==> src/rtl/uart_frame_parser.sv <==
// UART frame parser: SOF, LEN, payload bytes, optional checksum byte.
// Define UART_FRAME_CHECKSUM_EN to compile in checksum verification.
module uart_frame_parser #(
   parameter int          MAX_LEN = 16,
   parameter logic [7:0]  SOF     = 8'hAA
) (
   input  logic       clk,
   input  logic       rst,
   input  logic       fifo_empty,
   input  logic [7:0] fifo_rdata,
   output logic       fifo_rd,
   output logic [7:0] m_data,
   output logic       m_valid,
   output logic       m_last,
   input  logic       m_ready,
   output logic       frame_ok,
   output logic       frame_err,
   output logic [1:0] err_code
);

`ifdef UART_FRAME_CHECKSUM_EN
   typedef enum logic [1:0] {IDLE, LEN, PAYLOAD, CHK} state_t;
`else
   typedef enum logic [1:0] {IDLE, LEN, PAYLOAD} state_t;
`endif

   localparam logic [7:0] MAX8 = MAX_LEN[7:0];

   state_t     state_q, state_d;
   logic [7:0] len_q;
   logic [7:0] cnt_q;
   logic       accept;
   logic       len_ok;
   logic       is_last;

   assign accept  = m_valid & m_ready;
   assign len_ok  = (fifo_rdata != 8'd0) && (fifo_rdata <= MAX8);
   assign is_last = (cnt_q + 8'd1) == len_q;

`ifdef UART_FRAME_CHECKSUM_EN
   logic [7:0] sum_q;
   logic [7:0] chk_sum;
   logic       chk_have;
   logic       chk_good;
   logic       last_acc;
   logic       ok_q;
   logic       good_now;

   assign chk_sum  = sum_q + fifo_rdata;
   assign good_now = chk_have ? chk_good : (chk_sum == 8'd0);
   assign frame_ok = ok_q;
`else
   // Payload is final as soon as the last byte is taken downstream.
   assign frame_ok = accept & m_last;
`endif

   always_comb begin
      state_d = state_q;
      fifo_rd = 1'b0;
      unique case (state_q)
         IDLE: begin
            fifo_rd = !fifo_empty;
            if (fifo_rd && fifo_rdata == SOF) state_d = LEN;
         end
         LEN: begin
            fifo_rd = !fifo_empty;
            if (fifo_rd) state_d = len_ok ? PAYLOAD : IDLE;
         end
         PAYLOAD: begin
            fifo_rd = !fifo_empty && (!m_valid || m_ready);
`ifdef UART_FRAME_CHECKSUM_EN
            if (fifo_rd && is_last) state_d = CHK;
`else
            if (fifo_rd && is_last) state_d = IDLE;
`endif
         end
`ifdef UART_FRAME_CHECKSUM_EN
         CHK: begin
            fifo_rd = !fifo_empty && !chk_have;
            if ((chk_have || fifo_rd) &&
                (last_acc || (accept && m_last)))
               state_d = IDLE;
         end
`endif
         default: state_d = IDLE;
      endcase
   end

   always_ff @(posedge clk or negedge rst) begin
      if (!rst) begin
         state_q   <= IDLE;
         len_q     <= '0;
         cnt_q     <= '0;
         m_data    <= '0;
         m_valid   <= 1'b0;
         m_last    <= 1'b0;
         frame_err <= 1'b0;
         err_code  <= 2'b00;
`ifdef UART_FRAME_CHECKSUM_EN
         sum_q     <= '0;
         chk_have  <= 1'b0;
         chk_good  <= 1'b0;
         last_acc  <= 1'b0;
         ok_q      <= 1'b0;
`endif
      end else begin
         state_q   <= state_d;
         frame_err <= 1'b0;
         if (state_q == LEN && fifo_rd) begin
            if (len_ok) begin
               len_q <= fifo_rdata;
               cnt_q <= '0;
            end else begin
               frame_err <= 1'b1;
               err_code  <= 2'b01;
            end
         end
         if (state_q == PAYLOAD && fifo_rd) begin
            m_data  <= fifo_rdata;
            m_valid <= 1'b1;
            m_last  <= is_last;
            cnt_q   <= cnt_q + 8'd1;
         end else if (accept) begin
            m_valid <= 1'b0;
            m_last  <= 1'b0;
         end
`ifdef UART_FRAME_CHECKSUM_EN
         ok_q <= 1'b0;
         if (state_q == LEN && fifo_rd) sum_q <= fifo_rdata;
         if (state_q == PAYLOAD && fifo_rd) begin
            sum_q <= chk_sum;
            if (is_last) begin
               chk_have <= 1'b0;
               last_acc <= 1'b0;
            end
         end
         if (state_q == CHK) begin
            if (fifo_rd) begin
               chk_have <= 1'b1;
               chk_good <= (chk_sum == 8'd0);
            end
            if (accept && m_last) last_acc <= 1'b1;
            if (state_d == IDLE) begin
               ok_q      <= good_now;
               frame_err <= !good_now;
               if (!good_now) err_code <= 2'b10;
            end
         end
`endif
      end
   end

endmodule

==> config.mk <==
export PLATFORM = sky130hd
export DESIGN_NAME = uart_frame_parser
export DESIGN_NICKNAME = d
export VERILOG_FILES = /design/src/rtl/uart_frame_parser.sv
export SDC_FILE = /design/constraint.sdc
export NUM_CORES = 1
export LEC_CHECK = 0
export ABC_AREA = 1
export BUFFER_PORTS_ARGS = -buffer_cell sky130_fd_sc_hd__clkbuf_2
export CELL_PAD_IN_SITES_DETAIL_PLACEMENT = 0
export CELL_PAD_IN_SITES_GLOBAL_PLACEMENT = 1
export CORE_AREA = 2 2 66 68
export DETAILED_ROUTE_END_ITERATION = 16
export DIE_AREA = 0 0 68 70
export GPL_ROUTABILITY_DRIVEN = 0
export HOLD_SLACK_MARGIN = 0.15
export PLACE_DENSITY = 0.82
export SYNTH_ARGS = -nofsm -noshare
export SYNTH_HDL_FRONTEND = slang
export SYNTH_SLANG_ARGS = --single-unit
==> constraint.sdc <==
create_clock -name clk -period 1.75 [get_ports clk]
set_input_delay 0.0875 -clock clk [delete_from_list [all_inputs] [get_ports clk]]
set_output_delay 0.0875 -clock clk [all_outputs]
set_load 0.02 [all_outputs]
==> results.toml, run 1 <==
[status]
status = "complete, no violations"

[synthesis]
syn_area_mm2 = 0.00154
synth-simple-area-share = 0.309
synth-seq-cells = 30
synth_nets = 213
synth_compound_area_frac = 0.0861
synthCells = 200
synth_seq_area_share = 0.487
synthXorXnorAreaFrac = 0.0114
async_reset_ff_frac = 1.00
synth_edf_count = 0
synthAdderAreaFrac = 0.00812
synthMuxAreaShare = 0
synth_ff_type = "dfrtp_1"
ys_warn_count = 0
synth_cell_type_count = 27
avgSynthCellArea_um2 = 7.70
synth_top_family_by_area = "simple AND/OR/NAND/NOR gates"

[setup_path]
rr_endpoint = "state_q[1]$_DFFE_PN0P_"
crit_fanout = 5
reg2reg_depth = 9
start_kind = "input pin"
worstPathArrival_ps = 1510
r2r_start = "cnt_q[0]$_DFFE_PN0P_"
cp_data_required_time_ps = 1660
crit_type = "input pin to output pin"
reg2reg_slack_ps = 200
end_kind = "output pin"

[power_and_ir_drop]
pwr-share-comb = 0.249
swShare = 0.311
power-per-cell-area_mw_per_mm2 = 1050
leakage_nw = 1.02
p_int_mw = 1.41
seqPwrFrac = 0.423
p_sw_uw = 639
clockPowerShare = 0.328
vdd_drop_max_uv = 576

[grt]
track_usage = 0.177
grt_pass1_vias = 1398
grt_max_degree = 31
grt-ovfl-total = 0
antenna_found_initial = 0
grt_pass1_wl_mm = 6.30

[route]
routedWlPerCell_um = 11.5
firstDrtPassIters = 4
via_per_inst = 4.65
wl_met2_mm = 1.67
dr_total_vias = 1373
dr_wl_met3_um = 138
met1Wirelength_mm = 1.56
top_layer = "met4"
totalWireLength_mm = 3.40
final_antenna_net_count = 0
drt_iter0_markers = 38
post-route-drc-count = 0

[placement]
post-dp-hpwl_mm = 2.49
placed_cell_area_mm2 = 0.00172
place.port_buffers = 25

[hold_path]
holdPathStages = 3
whs_endpoint = "len_q[4]$_DFFE_PN0P_"
min_from = "fifo_rdata[4]"
hold_path_class = "input pin to flip-flop"

[floorplan]
die_h_um = 70
dieArea_mm2 = 0.00476
rows = 24
io_pins = 27
core_area_mm2 = 0.00414
start_util = 0.372
die_w_um = 68

[finish]
finalInstanceArea_mm2 = 0.00196
multiInputGateArea_um2 = 647
nNetsFinal = 255
area_growth_pct = 27.2
final_core_utilization = 0.473
ff_latch_area_um2 = 752
antenna_cells = 0
fill_cells = 425
drive_above_1_share = 0.218

[sta]
finalCriticalPeriod_ps = 1600
hold_viol = 0
skew_ps = 5.40
max_freq_ghz = 0.626
tightestPinTransition_ps = 766
fin_crit_sh = 0.913
max_slew_margin = 0.490
fin_setup_tns_ps = 0
setup_violations = 0
hold_ws_ps = 154
slew_viol_final = 0
rsz0062_at_grt = "false"

[clocking]
h-tree-depth = 2
cts_tree = "done"
numCtsBuffers = 5
clkLatencyLatePin_ps = 280
cts_root_buf = "clkbuf_8"
cts_sinks = 30
clockBufferDepth = 2
clkTransAtPathRegs_ps = 60

[run]
drv_cap = 0
Yosys cell counts (2+ instances only):
cell type | n | area (um2)
nand4_1 | 4 | 25.0
buf_4 | 3 | 22.5
inv_1 | 26 | 97.6
nand3_1 | 24 | 120
o21ai_0 | 13 | 65.1
nor2_2 | 5 | 31.3
nand2_1 | 51 | 191
dfrtp_1 | 30 | 751
nor3_1 | 2 | 10.0
clkbuf_1 | 2 | 7.51
inv_2 | 3 | 11.3
nand2_2 | 3 | 18.8
nor2_1 | 14 | 52.6
a21oi_1 | 2 | 10.0
o21ai_1 | 6 | 30.0
state kept, by name, indices dropped and copies added, names as in the netlist:
name,flops
m_valid,1
err_code,1
m_data,8
m_last,1
frame_err,1
len_q,8
cnt_q,8
state_q,2
per-layer routing:
layer / GRT usage / vias up
li1: - / 721
met1: 0.227 / 616
met2: 0.283 / 32
met3: 0.0548 / 4
met4: 0.0556 / 0
met5: 0 / -
final cells by class:
class	count	area share
Tap cell	52	0.0332
Inverter	30	0.0575
Sequential cell	30	0.384
Timing Repair Buffer	41	0.141
Clock buffer	7	0.0390
Clock inverter	1	0.0153
Multi-Input combinational cell	134	0.330
cell families (layout without fill, tap and decap cells):
| family | count (synthesis) | in the layout |
|---|---|---|
| simple gates | 106 | 106 |
| buf+inv | 36 | 79 |
| flops | 30 | 30 |
| compound gates | 24 | 24 |
| xor+xnor | 2 | 2 |
| fa+ha+maj | 1 | 1 |
| other cells | 1 | 1 |
power by group through the flow:
stage               Combinational, mW  Clock, mW  Sequential (mW)
finish                          0.512      0.672            0.868
detailed placement              0.484          0            0.877
floorplan                       0.330          0            0.897
global placement                0.475          0            0.875
CTS                             0.503      0.692            0.866
global route                    0.591      0.731            0.884
per-stage QoR:
stage	worst slack, ps	std cells	power, mW
final	152	295	2.05
after global routing	3.16	295	2.21
after CTS	41.7	293	2.06
after detailed placement	151	274	1.36
after global placement	229	274	1.35
after floorplan	322	200	1.23
how the worst max path moves through the flow:
stage / startpoint / to / slack (ps)
after CTS: m_ready / fifo_rd / 40
final: m_ready / fifo_rd / 150
after global routing: fifo_empty / fifo_rd / 3
after detailed placement: cnt_q[0]$_DFFE_PN0P_ / state_q[1]$_DFFE_PN0P_ / 150
after floorplan: cnt_q[1]$_DFFE_PN0P_ / state_q[1]$_DFFE_PN0P_ / 320
after global placement: cnt_q[0]$_DFFE_PN0P_ / state_q[1]$_DFFE_PN0P_ / 230
worst max-delay path: stages:
cell,delay (ps)
dlygate4sd3_1,520
clkbuf_2,100
inv_1,30
nand2_1,70
nand2_1,50
inv_1,60
nand2_1,140
buf_6,170
o21ai_0,80
clkbuf_2,200
placed cells by master (no fill, tap or decap), types with 2 or more instances in the layout:
cell type      count
nand2_1           50
dfrtp_1           29
inv_1             26
clkbuf_2          25
nand3_1           24
nor2_1            14
o21ai_0           13
dlygate4sd3_1     11
o21ai_1            6
nor2_2             5
clkbuf_8           5
nand4_1            4
nand2_2            4
buf_4              4
inv_2              3
a21oi_1            2
nor3_1             2
clkbuf_1           2
what timing repair did:
action / in CTS / in global routing
hold endpoints to repair: 44 / 0
setup endpoints to repair: 0 / 2
setup buffers: 0 / 2
hold buffers: 11 / 0
gates resized for setup: 0 / 4
(Power assumes the default switching activity.)
==> run 2: changes to the inputs <==
--- a/config.mk
+++ b/config.mk
@@ -14,7 +14,7 @@
 export DIE_AREA = 0 0 68 70
 export GPL_ROUTABILITY_DRIVEN = 0
 export HOLD_SLACK_MARGIN = 0.15
-export PLACE_DENSITY = 0.82
+export PLACE_DENSITY_LB_ADDON = 0.1
 export SYNTH_ARGS = -nofsm -noshare
 export SYNTH_HDL_FRONTEND = slang
 export SYNTH_SLANG_ARGS = --single-unit
==> results.toml, run 2 (same netlist as run 1, synthesis figures left out) <==
[finish]
layout_commonest_cell = "nand2_1"
fill_cells = 438
antenna_cells = 0
nNetsFinal = 257
area_growth_pct = 28.8
largest_registers = "cnt_q (8), len_q (8), m_data (8)"
final_cell_mix = "48 x nand2_1, 28 x dfrtp_1, 26 x inv_1"
final_core_utilization = 0.479
drive_above_1_share = 0.253

[grt]
met3_usage = 0.0451
grt_pass1_vias = 1404
antenna_found_initial = 0
grt_max_degree = 31
grt-ovfl-total = 0
grt.busiest_layer = "met2"
use_met1 = 0.205
track_usage = 0.168
grt_use_met2 = 0.274
grt_pass1_wl_mm = 6.03

[floorplan]
dieArea_mm2 = 0.00476
core_area_mm2 = 0.00414
io_pins = 27
die_h_um = 70
rows = 24
start_util = 0.372
die_w_um = 68

[setup_path]
crit_fanout = 4
cp_data_required_time_ps = 1920
start_kind = "input pin"
crit_chain = "dlygate4sd3_1 -> clkbuf_2 -> inv_1 -> nand4_1 -> dlygate4sd3_1 -> o41ai_1"
crit_type = "input pin to flip-flop"
slowest_delay_ps = 560
reg2reg_slack_ps = 140
r2r_start = "cnt_q[0]$_DFFE_PN0P_"
reg2reg_depth = 12
crit_top_cell = "dlygate4sd3_1"
critPathBufInv = 4
end_kind = "flip-flop"
critPathTopFamily = "buffers and inverters"
rr_endpoint = "state_q[1]$_DFFE_PN0P_"
worstPathArrival_ps = 1790
cp_slowest_cell = "dlygate4sd3_1"

[sta]
tightestPinTransition_ps = 781
hold_viol = 0
fin_setup_tns_ps = 0
finalCriticalPeriod_ps = 1620
rsz0062_at_grt = "false"
setup_violations = 0
fin_crit_sh = 0.923
max_slew_margin = 0.480
skew_ps = 2.05
fin_ws_ps = 134
hold_ws_ps = 418
max_freq_ghz = 0.619
slew_viol_final = 0

[status]
status = "complete, no violations"

[power_and_ir_drop]
p_int_mw = 1.32
p_sw_uw = 683
power-per-cell-area_mw_per_mm2 = 1010
pwr-share-comb = 0.270
seqPwrFrac = 0.434
swShare = 0.341
vdd_drop_max_uv = 401
power_mw = 2.00
clockPowerShare = 0.296
leakage_nw = 1.02

[clocking]
clkLatencyLatePin_ps = 280
cts_root_buf = "clkbuf_8"
clockBufferDepth = 2
clkTransAtPathRegs_ps = 70
cts_sinks = 30
cts_tree = "done"
numCtsBuffers = 5
h-tree-depth = 2

[route]
totalWireLength_mm = 3.50
post-route-drc-count = 0
routedWlPerCell_um = 11.8
drt_iter0_markers = 43
final_antenna_net_count = 0
dr_total_vias = 1389
firstDrtPassIters = 4
via_per_inst = 4.68

[placement]
post-dp-hpwl_mm = 2.49
pre_cts_slack_ps = 141
place.port_buffers = 25

[hold_path]
hold_path_class = "input pin to async pin"

[run]
drv_cap = 0
==> run 2: cell types whose count changed in the layout (fill, tap and decap cells not counted), sizes merged <==
cell,previous run,this run
bufinv,1,0
clkbuf,32,31
buf,5,6
clkinvlp,0,2
dlygate4sd3,11,12
==> run 2: worst max path at each step <==
stage	start	endpoint	slack, ps	cells after the start
after detailed placement	cnt_q[0]$_DFFE_PN0P_	state_q[1]$_DFFE_PN0P_	140	12
after CTS	m_ready	cnt_q[7]$_DFFE_PN0P_	50	10
final	fifo_rdata[4]	state_q[0]$_DFFE_PN0P_	130	6
after floorplan	cnt_q[1]$_DFFE_PN0P_	state_q[1]$_DFFE_PN0P_	320	9
after global placement	state_q[1]$_DFFE_PN0P_	m_last$_DFFE_PN0P_	190	6
after global routing	cnt_q[0]$_DFFE_PN0P_	state_q[1]$_DFFE_PN0P_	10	12
==> run 2: power by group through the flow <==
| stage | registers [mW] | clock network (mW) | logic (mW) |
|---|---|---|---|
| floorplan | 0.897 | 0 | 0.330 |
| global placement | 0.871 | 0 | 0.475 |
| detailed placement | 0.877 | 0 | 0.481 |
| CTS | 0.863 | 0.612 | 0.503 |
| global route | 0.881 | 0.633 | 0.611 |
| finish | 0.868 | 0.593 | 0.539 |
==> run 2: area by class of cell <==
class,instances,area (um2),share of cell area
repair buffers,43,290,0.146
inverters,30,116,0.0586
clock inverters,2,12.5,0.00631
well taps,52,65.1,0.0328
clock buffers,6,82.6,0.0416
multi-input cells,134,664,0.335
flip-flops and latches,30,753,0.380
==> run 2: routing by layer <==
layer,vias up,part of all wire,wire [um]
met5,-,0,0
li1,722,-,-
met2,27,0.47,1650
met1,631,0.47,1660
met3,9,0.037,129
met4,0,0.020,70
==> run 2: what timing repair did <==
item	in CTS	in global routing
resized for setup	0	10
hold buffers	12	0
endpoints found under the hold margin	45	0
setup endpoints to repair	0	8
setup buffers	0	3
==> run 2: through the flow <==
step	std cells	instance area, um2
finish	297	1980
global route	297	1980
CTS	294	1930
detailed placement	274	1720
global placement	274	1720
floorplan	200	1540
